==> src/rtl/attn_seq_pkg.sv <==
// Shared definitions for the attention instruction sequencer:
// inst bit positions, FSM state encoding and normalization sub-steps.
package attn_seq_pkg;

    localparam int INST_W        = 20;
    localparam int B_SFP_PMEM_WR = 19;
    localparam int B_ACC         = 18;
    localparam int B_DIV         = 17;
    localparam int B_OFIFO_RD    = 16;
    localparam int B_QKMEM_ADD   = 12;
    localparam int B_PMEM_ADD    = 8;
    localparam int B_EXECUTE     = 7;
    localparam int B_LOAD        = 6;
    localparam int B_QMEM_RD     = 5;
    localparam int B_QMEM_WR     = 4;
    localparam int B_KMEM_RD     = 3;
    localparam int B_KMEM_WR     = 2;
    localparam int B_PMEM_RD     = 1;
    localparam int B_PMEM_WR     = 0;
    localparam int ADD_FIELD_W   = 4;

    typedef enum logic [3:0] {
        ST_IDLE,
        ST_QWR,
        ST_KWR,
        ST_GAP,
        ST_LOAD,
        ST_SETTLE1,
        ST_EXEC,
        ST_SETTLE2,
        ST_OFIFO,
        ST_NORM,
        ST_DONE
    } seq_state_t;

    typedef enum logic [1:0] {
        NS_ACC,
        NS_WAIT,
        NS_DIV,
        NS_WB
    } norm_step_t;

endpackage

==> src/rtl/phase_timer.sv <==
// Loadable down-counter; o_tc is high while the count sits at zero.
// Loading N gives a phase of N+1 cycles ending on the tc cycle.
module phase_timer #(
    parameter int W = 8
) (
    input  logic         i_clk,
    input  logic         i_reset,
    input  logic         i_load,
    input  logic [W-1:0] i_load_val,
    output logic         o_tc
);

    logic [W-1:0] r_cnt;

    always_ff @(posedge i_clk or negedge i_reset) begin
        if (!i_reset) begin
            r_cnt <= '0;
        end else if (i_load) begin
            r_cnt <= i_load_val;
        end else if (r_cnt != '0) begin
            r_cnt <= r_cnt - W'(1);
        end
    end

    assign o_tc = (r_cnt == '0);

endmodule

==> src/rtl/attn_inst_sequencer.sv <==
// Drives fullchip inst/mem_in through one attention pass (Q/K write, load,
// execute, OFIFO->PMEM, optional normalization). i_reset is active-low.
//
// state    | meaning
// IDLE     | waiting for start, rejects illegal nq
// QWR/KWR  | host Q / K vectors written into qmem / kmem
// GAP      | idle gap after K write
// LOAD     | kmem read into the array, load held high
// SETTLE1/2| idle settle after load / after execute
// EXEC     | one execute per Q vector
// OFIFO    | ofifo rows moved into pmem
// NORM     | ACC, WAIT, DIV, WB per pmem row
// DONE     | one-cycle done pulse
module attn_inst_sequencer #(
    parameter int BW         = 8,
    parameter int PR         = 8,
    parameter int COL        = 8,
    parameter int ADDR_W     = 4,
    parameter int GAP_CYC    = 2,
    parameter int SETTLE_CYC = 10
) (
    input  logic               i_clk,
    input  logic               i_reset,
    input  logic               i_start,
    input  logic [ADDR_W:0]    i_nq,
    input  logic               i_norm_en,
    input  logic               i_abort,
    input  logic               i_in_valid,
    input  logic [PR*BW-1:0]   i_in_data,
    output logic               o_in_ready,
    output logic [PR*BW-1:0]   o_mem_in,
    output logic [19:0]        o_inst,
    output logic               o_busy,
    output logic               o_done,
    output logic               o_err
);

    import attn_seq_pkg::*;

    localparam int NQ_W    = ADDR_W + 1;
    localparam int IDX_W   = $clog2(COL + (1 << ADDR_W) + 3);
    localparam int TMR_MAX = (SETTLE_CYC > COL + 2) ?
                             ((SETTLE_CYC > GAP_CYC) ? SETTLE_CYC : GAP_CYC) :
                             ((COL + 2 > GAP_CYC) ? COL + 2 : GAP_CYC);
    localparam int TMR_W   = $clog2(TMR_MAX + 1);

    seq_state_t          r_state, w_state_nx;
    norm_step_t          r_step, w_step_nx;
    logic [IDX_W-1:0]    r_idx, w_idx_nx;
    logic [NQ_W-1:0]     r_nq;
    logic                r_norm_en;
    logic [INST_W-1:0]   r_inst, w_inst;
    logic [PR*BW-1:0]    r_mem_in, w_mem_in;
    logic                r_busy, w_busy;
    logic                r_done, w_done;
    logic                r_err, w_err;
    logic                w_accept;
    logic                w_nq_bad;
    logic                w_last_nq;
    logic                w_last_col;
    logic                w_tmr_load;
    logic [TMR_W-1:0]    w_tmr_val;
    logic                w_tmr_tc;

    phase_timer #(.W(TMR_W)) u_phase_timer (
        .i_clk      (i_clk),
        .i_reset    (i_reset),
        .i_load     (w_tmr_load),
        .i_load_val (w_tmr_val),
        .o_tc       (w_tmr_tc)
    );

    assign w_nq_bad   = (i_nq == '0) || (i_nq > NQ_W'(1 << ADDR_W));
    assign w_last_nq  = (r_idx == IDX_W'(r_nq) - IDX_W'(1));
    assign w_last_col = (r_idx == IDX_W'(COL - 1));
    assign o_in_ready = (r_state == ST_QWR) || (r_state == ST_KWR);

    always_comb begin
        w_state_nx = r_state;
        w_step_nx  = r_step;
        w_idx_nx   = r_idx;
        w_inst     = '0;
        w_mem_in   = r_mem_in;
        w_busy     = 1'b1;
        w_done     = 1'b0;
        w_err      = 1'b0;
        w_accept   = 1'b0;
        w_tmr_load = 1'b0;
        w_tmr_val  = '0;

        case (r_state)
            ST_IDLE: begin
                w_busy = 1'b0;
                if (i_start) begin
                    if (w_nq_bad) begin
                        w_err = 1'b1;
                    end else begin
                        w_accept   = 1'b1;
                        w_state_nx = ST_QWR;
                        w_idx_nx   = '0;
                    end
                end
            end
            ST_QWR: begin
                if (i_in_valid) begin
                    w_inst[B_QMEM_WR]                     = 1'b1;
                    w_inst[B_QKMEM_ADD +: ADD_FIELD_W]    = ADD_FIELD_W'(r_idx);
                    w_mem_in                              = i_in_data;
                    w_idx_nx                              = r_idx + IDX_W'(1);
                    if (w_last_nq) begin
                        w_state_nx = ST_KWR;
                        w_idx_nx   = '0;
                    end
                end
            end
            ST_KWR: begin
                if (i_in_valid) begin
                    w_inst[B_KMEM_WR]                     = 1'b1;
                    w_inst[B_QKMEM_ADD +: ADD_FIELD_W]    = ADD_FIELD_W'(r_idx);
                    w_mem_in                              = i_in_data;
                    w_idx_nx                              = r_idx + IDX_W'(1);
                    if (w_last_col) begin
                        w_state_nx = ST_GAP;
                        w_idx_nx   = '0;
                        w_tmr_load = 1'b1;
                        w_tmr_val  = TMR_W'(GAP_CYC - 1);
                    end
                end
            end
            ST_GAP: begin
                if (w_tmr_tc) begin
                    w_state_nx = ST_LOAD;
                    w_idx_nx   = '0;
                    w_tmr_load = 1'b1;
                    w_tmr_val  = TMR_W'(COL + 1);
                end
            end
            ST_LOAD: begin
                // first and last load cycles carry no kmem read
                w_inst[B_LOAD] = 1'b1;
                if ((r_idx != '0) && (r_idx <= IDX_W'(COL))) begin
                    w_inst[B_KMEM_RD]                  = 1'b1;
                    w_inst[B_QKMEM_ADD +: ADD_FIELD_W] = ADD_FIELD_W'(r_idx - IDX_W'(1));
                end
                w_idx_nx = r_idx + IDX_W'(1);
                if (w_tmr_tc) begin
                    w_state_nx = ST_SETTLE1;
                    w_idx_nx   = '0;
                    w_tmr_load = 1'b1;
                    w_tmr_val  = TMR_W'(SETTLE_CYC - 1);
                end
            end
            ST_SETTLE1: begin
                if (w_tmr_tc) begin
                    w_state_nx = ST_EXEC;
                    w_idx_nx   = '0;
                end
            end
            ST_EXEC: begin
                w_inst[B_EXECUTE]                  = 1'b1;
                w_inst[B_QMEM_RD]                  = 1'b1;
                w_inst[B_QKMEM_ADD +: ADD_FIELD_W] = ADD_FIELD_W'(r_idx);
                w_idx_nx                           = r_idx + IDX_W'(1);
                if (w_last_nq) begin
                    w_state_nx = ST_SETTLE2;
                    w_idx_nx   = '0;
                    w_tmr_load = 1'b1;
                    w_tmr_val  = TMR_W'(SETTLE_CYC - 1);
                end
            end
            ST_SETTLE2: begin
                if (w_tmr_tc) begin
                    w_state_nx = ST_OFIFO;
                    w_idx_nx   = '0;
                end
            end
            ST_OFIFO: begin
                w_inst[B_OFIFO_RD]                = 1'b1;
                w_inst[B_PMEM_WR]                 = 1'b1;
                w_inst[B_PMEM_ADD +: ADD_FIELD_W] = ADD_FIELD_W'(r_idx);
                w_idx_nx                          = r_idx + IDX_W'(1);
                if (w_last_nq) begin
                    w_idx_nx   = '0;
                    w_step_nx  = NS_ACC;
                    w_state_nx = r_norm_en ? ST_NORM : ST_DONE;
                end
            end
            ST_NORM: begin
                w_inst[B_PMEM_ADD +: ADD_FIELD_W] = ADD_FIELD_W'(r_idx);
                case (r_step)
                    NS_ACC: begin
                        w_inst[B_PMEM_RD] = 1'b1;
                        w_inst[B_ACC]     = 1'b1;
                        w_step_nx         = NS_WAIT;
                    end
                    NS_WAIT: w_step_nx = NS_DIV;
                    NS_DIV: begin
                        w_inst[B_DIV] = 1'b1;
                        w_step_nx     = NS_WB;
                    end
                    default: begin
                        w_inst[B_SFP_PMEM_WR] = 1'b1;
                        w_step_nx             = NS_ACC;
                        w_idx_nx              = r_idx + IDX_W'(1);
                        if (w_last_nq) begin
                            w_state_nx = ST_DONE;
                            w_idx_nx   = '0;
                        end
                    end
                endcase
            end
            ST_DONE: begin
                w_busy     = 1'b0;
                w_done     = 1'b1;
                w_state_nx = ST_IDLE;
            end
            default: begin
                w_busy     = 1'b0;
                w_state_nx = ST_IDLE;
            end
        endcase

        // abort wins over any beat or phase step taken this cycle
        if (i_abort && (r_state != ST_IDLE)) begin
            w_state_nx = ST_IDLE;
            w_idx_nx   = '0;
            w_step_nx  = NS_ACC;
            w_inst     = '0;
            w_mem_in   = '0;
            w_busy     = 1'b0;
            w_done     = 1'b0;
            w_tmr_load = 1'b0;
        end
    end

    always_ff @(posedge i_clk or negedge i_reset) begin
        if (!i_reset) begin
            r_state   <= ST_IDLE;
            r_step    <= NS_ACC;
            r_idx     <= '0;
            r_nq      <= '0;
            r_norm_en <= 1'b0;
            r_inst    <= '0;
            r_mem_in  <= '0;
            r_busy    <= 1'b0;
            r_done    <= 1'b0;
            r_err     <= 1'b0;
        end else begin
            r_state  <= w_state_nx;
            r_step   <= w_step_nx;
            r_idx    <= w_idx_nx;
            r_inst   <= w_inst;
            r_mem_in <= w_mem_in;
            r_busy   <= w_busy;
            r_done   <= w_done;
            r_err    <= w_err;
            if (w_accept) begin
                r_nq      <= i_nq;
                r_norm_en <= i_norm_en;
            end
        end
    end

    assign o_inst   = r_inst;
    assign o_mem_in = r_mem_in;
    assign o_busy   = r_busy;
    assign o_done   = r_done;
    assign o_err    = r_err;

endmodule
==> config.mk <==
export PLATFORM = sky130hd
export DESIGN_NAME = attn_inst_sequencer
export DESIGN_NICKNAME = d
export VERILOG_FILES = /design/src/rtl/attn_seq_pkg.sv /design/src/rtl/phase_timer.sv /design/src/rtl/attn_inst_sequencer.sv
export SDC_FILE = /design/constraint.sdc
export NUM_CORES = 1
export LEC_CHECK = 0
export ABC_AREA = 1
export CORE_AREA = 8 8 98 135
export DETAILED_ROUTE_END_ITERATION = 16
export DIE_AREA = 0 0 106 143
export GPL_TIMING_DRIVEN = 0
export PLACE_DENSITY = 0.8
export SYNTH_ARGS = -nofsm -noshare
export SYNTH_HDL_FRONTEND = slang
export SYNTH_HIERARCHICAL = 1
export SYNTH_SLANG_ARGS = --single-unit
==> constraint.sdc <==
create_clock -name i_clk -period 2.3 [get_ports i_clk]
set_clock_uncertainty 0.05 [all_clocks]
set_input_delay 0.345 -clock i_clk [delete_from_list [all_inputs] [get_ports i_clk]]
set_output_delay 0.345 -clock i_clk [all_outputs]
set_load 0.05 [all_outputs]
== After elaboration in Yosys (flattened, before gate mapping) ==
Cells that the tools add are included.
Storage, ports and cells
  flip-flop bits (word level): 108
  bits of input ports: 75
  output and inout bits: 88
Operators by class
  add/sub/neg operators: 4
  magnitude comparators: 2
  eq/ne operators: 29
  muxes and demuxes: 76
  reductions and logical operators: 27
Operator list (number)
  $mux W64: 3
  $mux W4: 23
  $mux W5: 10
  $pmux W4 S10: 1
  $pmux W5 S7: 1
  $mux W1: 28
  $ne A3 B2 Y1 const B: 8
  $pmux W4 S3: 2
  $mux W20: 1
  $ne A3 B3 Y1 const B: 6
  $eq A4 B3 Y1 const B: 4
  $reduce_and A14 Y1: 1
  $eq A4 B4 Y1 const B: 3
  $reduce_or A9 Y1: 1
  $eq A4 B2 Y1 const B: 2
  $logic_not A4 Y1: 2
  $reduce_bool A4 Y1: 2
  $reduce_bool A8 Y1: 1
  $reduce_or A2 Y1: 4
  $sub A4 B1 Y4 const B: 2
  $reduce_and A7 Y1: 1
  $mux W2: 3
  $pmux W2 S3: 1
  $reduce_bool A2 Y1: 3
  other kinds (21): 25

== Longest topological paths before layout ==
  depth after elaboration: 6
  depth in mapped cells: 17
  gate-level depth less buffers: 17

== Hierarchy ==
Netlist, hierarchy kept.
By module, submodules not included
  attn_inst_sequencer: instances 1, cells each 576, area each 4899.7 sq um, sequential area each 2527.4 sq um
  phase_timer: instances 1, cells each 34, area each 242.7 sq um, sequential area each 100.1 sq um

== Least setup slack after synthesis ==
No wires, ideal clock.
  kind: register -> register
  start point: register r_nq[0]
  end point: register u_phase_timer.r_cnt[3]
  arrival time: 1669 ps
  setup slack: 465 ps
  cell stages (with the launch flop): 17
  path buffers: 0
  path through: dfrtp_1 > inv_1 > ha_1 > nand2_1 > nand2_1 > nor2_1 > nand2_1 > nor2_1 > nand3_1 > o211ai_1 > nand2_1 > inv_1 > inv_1 > nand2_1 > inv_1 > nand2_1 > nand2_1
On the way
  longest elaborated chain between the ends: 6
  elaborated cells between the ends (all ways): 9
  classes of those cells: add/sub (1); eq/ne (1); mux (6); reduce/logical (1)
RTL lines
  from (decl): RTL line attn_inst_sequencer.sv:50  | logic [NQ_W-1:0] r_nq;
  from (signal assigned): RTL line attn_inst_sequencer.sv:258  | r_nq <= i_nq;
  $sub A5 B1 Y5 (*): RTL line attn_inst_sequencer.sv:74  | assign w_last_nq = (r_idx == IDX_W'(r_nq) - IDX_W'(1));
  $eq A5 B5 Y1 (*): RTL line attn_inst_sequencer.sv:74
  $mux W1 (*): RTL line attn_inst_sequencer.sv:164  | if (w_last_nq) begin
  $pmux W1 S3 (*): RTL line attn_inst_sequencer.sv:91  | case (r_state)
  $mux W1 (*): RTL line attn_inst_sequencer.sv:224  | if (i_abort && (r_state != ST_IDLE)) begin
  net w_tmr_load: RTL line attn_inst_sequencer.sv:61  | logic w_tmr_load;
  $mux W4 or $reduce_bool A2 Y1 (tied branches)
  to (signal assigned): RTL line phase_timer.sv:19  | r_cnt <= i_load_val;
  to (signal assigned): RTL line phase_timer.sv:21  | r_cnt <= r_cnt - W'(1);
  to (decl): RTL line phase_timer.sv:13  | logic [W-1:0] r_cnt;
The timed path passes the listed nets; every way through them passes the cells marked *.
A chain may end at the register's enable or synchronous reset.

== Worst setup path in the final report ==
  start point: register r_state[0]
  end point: output o_in_ready
On the way
  longest elaborated chain between the ends: 2
  elaborated cells between the ends (all ways): 3
  classes of those cells: eq/ne (2); reduce/logical (1)
RTL lines
  from (decl): RTL line attn_inst_sequencer.sv:47  | seq_state_t r_state, w_state_nx;
  from (signal assigned): RTL line attn_inst_sequencer.sv:249  | r_state <= w_state_nx;
  $eq A4 B1 Y1 or $eq A4 B2 Y1 (tied branches): RTL line attn_inst_sequencer.sv:76  | assign o_in_ready = (r_state == ST_QWR) || (r_state == ST_KWR);
  $logic_or A1 B1 Y1 (*): RTL line attn_inst_sequencer.sv:76
  to (decl): RTL line attn_inst_sequencer.sv:30  | output logic o_in_ready,
Mark *: on every way between the ends. The rest lies on a longest branch, timed or not.

==> results.tsv <==
metric	value	unit
cts.sink_count	105	
synth-seq-area-share	51.09	%
slew_viol_final	0	
via_per_inst	5.039	
critPathLaunch	r_state[0]$_DFFE_PN0P_	
crit_type	reg2out	
setup_viol	0	
finalPower	0.01085	W
finalHoldViolCount	0	
crit_chain	buf_6, inv_1, nand2_2, nand2_2, nand2_4, inv_1, clkdlybuf4s18_2	
yosysWarningCount	6	
leakage	3.388	nW
finalWirelength	14750	um
synth_cells	610	
cts_setup_buffers	0	
combPwrFrac	57.5	%
p_clk_share	15.4	%
cp_max_fo	8	
globalplace.congestion	0.9132	
setup_tns	0	ns
netlist_area	5142	um^2
clk_path_buf_depth	2	
drc	0	
required	1.90	ns
min_path_type	in2async	
wl_per_cell	15.77	um
yosysUniqueCellTypes	33	
r2r-start	r_nq[0]$_DFFE_PN0P_	
numCtsBuffers	9	
p_seq_share	27.0	%
outcome	completed	
core	11220	um^2
areaGrowthSynthToFinish	42.19	%
relSlewSlack	62.69	%
grt-ovfl-total	0	
timing.final.crit_share	95.29	%
first_iter_violations	148	
cp_slowest_stage_delay	0.38	ns
min_period	2.192	ns
dieArea	15160	um^2
antenna_found_initial	0	
arrival	1.80	ns
final_nets	869	
tightestPinTransition	0.5579	ns
io_pins	163	
synth-seq-cells	105	
internal_power	0.005485	W
rows	46	
swShare	49.43	%
initial_core_util	45.82	%
io_buffers	162	
via_count	4711	
grt_pass1_wl	24180	um
vdd_ir_drop_max	0.5438	mV
grt.total_usage	19.78	%
cts_tree	built	
clk_latency	0.34	ns
grt_pass1_vias	4794	
clock-root-buffer	clkbuf_16	
p_switching	0.005361	W
cp-start-kind	flip-flop	
power.density	1483	nW/um^2
end_kind	output pin	
cap_violations	0	
layout-drive-gt1-share	9.735	%
syn_area_per_cell	8.430	um^2
cp_slowest_cell	dfrtp_1	
fp.dieW	106	um
rsz0062_at_grt	false	
ant_nets	0	
fmax	456.3	MHz
clk_pin_slew_worst_paths	0.08	ns
antenna_cells	0	
cts-htree-levels	3	
firstDrtPassIters	5	
die_h	143	um
hpwlAfterDp	11420	um
fill_cells	925	
grt_max_degree	70	
==> critical path, delay by kind of cell, from the launching register on <==
family,cells,cell delay [ns]
AND/OR/NAND/NOR,3,0.33
flip-flops,1,0.38
buffers and inverters,4,0.75
==> cells in the final DEF (no fill, tap or decap), types with 2 or more instances in the layout <==
cell / count
nor2_4: 3
nand3_2: 4
nand4_1: 5
buf_4: 10
nor3_4: 2
buf_2: 12
o21ai_0: 63
nand2_2: 6
nand2_1: 92
nor2_2: 4
clkdlybuf4s50_1: 160
o21ai_1: 15
a21oi_1: 8
nor3_1: 8
clkbuf_16: 9
conb_1: 2
nor2_1: 39
ha_1: 8
dfrtp_1: 105
nand3_1: 89
bufinv_16: 2
inv_1: 108
xor2_1: 4
inv_2: 4
nand2_4: 2
buf_6: 9
==> flip-flops by register name, indices dropped and copies added (netlist names) <==
name,count
o_busy,1
o_done,1
o_err,1
o_inst,17
o_mem_in,64
r_idx,5
r_norm_en,1
r_nq,5
r_state,4
r_step,2
u_phase_timer/r_cnt,4
==> routing by layer <==
layer  track usage [%]  up-vias  routed length (um)
met4             7.063        0                 269
li1                  -     2282                   -
met2             36.62      150                8003
met3             4.060       19                 762
met5                 0        -                   0
met1             21.64     2260                5712
==> metrics by stage <==
| step | hold WS (ns) | area [um^2] | setup slack [ns] | std cells | util [%] |
|---|---|---|---|---|---|
| 6_report | 0.4548 | 7312 | 0.1083 | 935 | 65.15 |
| 3_3_place_gp | 0.4359 | 6948 | -3.096 | 917 | 61.91 |
| 4_1_cts | 0.4736 | 7311 | 0.09046 | 935 | 65.14 |
| 2_1_floorplan | -0.0005911 | 5146 | 0.4651 | 611 | - |
| 3_5_place_dp | 0.3118 | 6973 | 0.04329 | 918 | 62.13 |
| 5_1_grt | 0.4987 | 7312 | 0.001917 | 935 | 65.15 |
==> Yosys cell counts <==
cell type / number / share of area (%)
a21oi_1: 8 / 0.78
buf_2: 12 / 1.2
buf_4: 9 / 1.3
buf_6: 9 / 2.0
conb_1: 1 / 0.073
dfrtp_1: 105 / 51
ha_1: 8 / 1.9
inv_1: 109 / 8.0
inv_2: 3 / 0.22
mux2_2: 1 / 0.22
nand2_1: 92 / 6.7
nand2_2: 6 / 0.73
nand2_4: 2 / 0.44
nand3_1: 89 / 8.7
nand3_2: 4 / 0.78
nand3_4: 1 / 0.34
nand4_1: 5 / 0.61
nor2_1: 40 / 2.9
nor2_2: 3 / 0.37
nor2_4: 3 / 0.66
nor3_1: 8 / 0.78
nor3_4: 2 / 0.63
nor4_1: 1 / 0.12
o211a_1: 1 / 0.19
o211ai_1: 1 / 0.15
o21a_1: 1 / 0.15
o21ai_0: 63 / 6.1
o21ai_1: 15 / 1.5
o21ai_4: 1 / 0.32
o21bai_1: 1 / 0.15
o22ai_1: 1 / 0.12
xnor2_1: 1 / 0.17
xor2_1: 4 / 0.68
==> power by group through the flow <==
stage / sequential (W) / combinational (W) / clock, W
after floorplan: 0.00494 / 0.00217 / 0
after global placement: 0.00293 / 0.00613 / 0
after detailed placement: 0.00296 / 0.00624 / 0
after CTS: 0.00293 / 0.00628 / 0.00171
after global routing: 0.00301 / 0.00671 / 0.00178
final: 0.00293 / 0.00624 / 0.00168
==> path summary, 6_finish.rpt <==
| path | to | slack, ns | cells after the start |
|---|---|---|---|
| max in group asynchronous | o_mem_in[61]$_DFFE_PN0P_ | 1.03 | 3 |
| hold / removal | o_mem_in[27]$_DFFE_PN0P_ | 0.45 | 2 |
| setup / recovery | o_in_ready | 0.11 | 7 |
| hold reg to reg | r_step[0]$_DFFE_PN0P_ | 0.47 | 2 |
| min in group i_clk | r_step[0]$_DFFE_PN0P_ | 0.47 | 2 |
| setup reg to reg | u_phase_timer/r_cnt[0]$_DFFE_PN0P_ | 0.22 | 16 |
==> final cells by class <==
cell class | instances | area [um^2] | area share, %
flip-flops and latches | 105 | 2628 | 35.93
inverters | 112 | 420.4 | 5.749
plain buffers | 30 | 229.0 | 3.131
well taps | 144 | 180.2 | 2.464
clock inverters | 7 | 101.3 | 1.386
multi-input cells | 364 | 1872 | 25.60
clock buffers | 9 | 225.2 | 3.080
repair buffers | 164 | 1657 | 22.66
==> logic make-up after synthesis <==
logic type / after synthesis / synth area share [%]
AND/OR/NAND/NOR: 256 / 23.75
buffers and inverters: 142 / 12.63
flip-flops: 105 / 51.09
AO/OA/AOI/OAI: 92 / 9.441
adder cells (fa/ha/maj): 8 / 1.947
XOR/XNOR: 5 / 0.8515
other: 1 / 0.07292
multiplexers: 1 / 0.2190
==> what timing repair did <==
item,CTS,global route
gates resized for setup,3,3
hold buffers,1,0
pin swaps,0,0
setup endpoints to repair,1,4
hold endpoints to repair,36,0
Power figures use the tool's default switching activity.
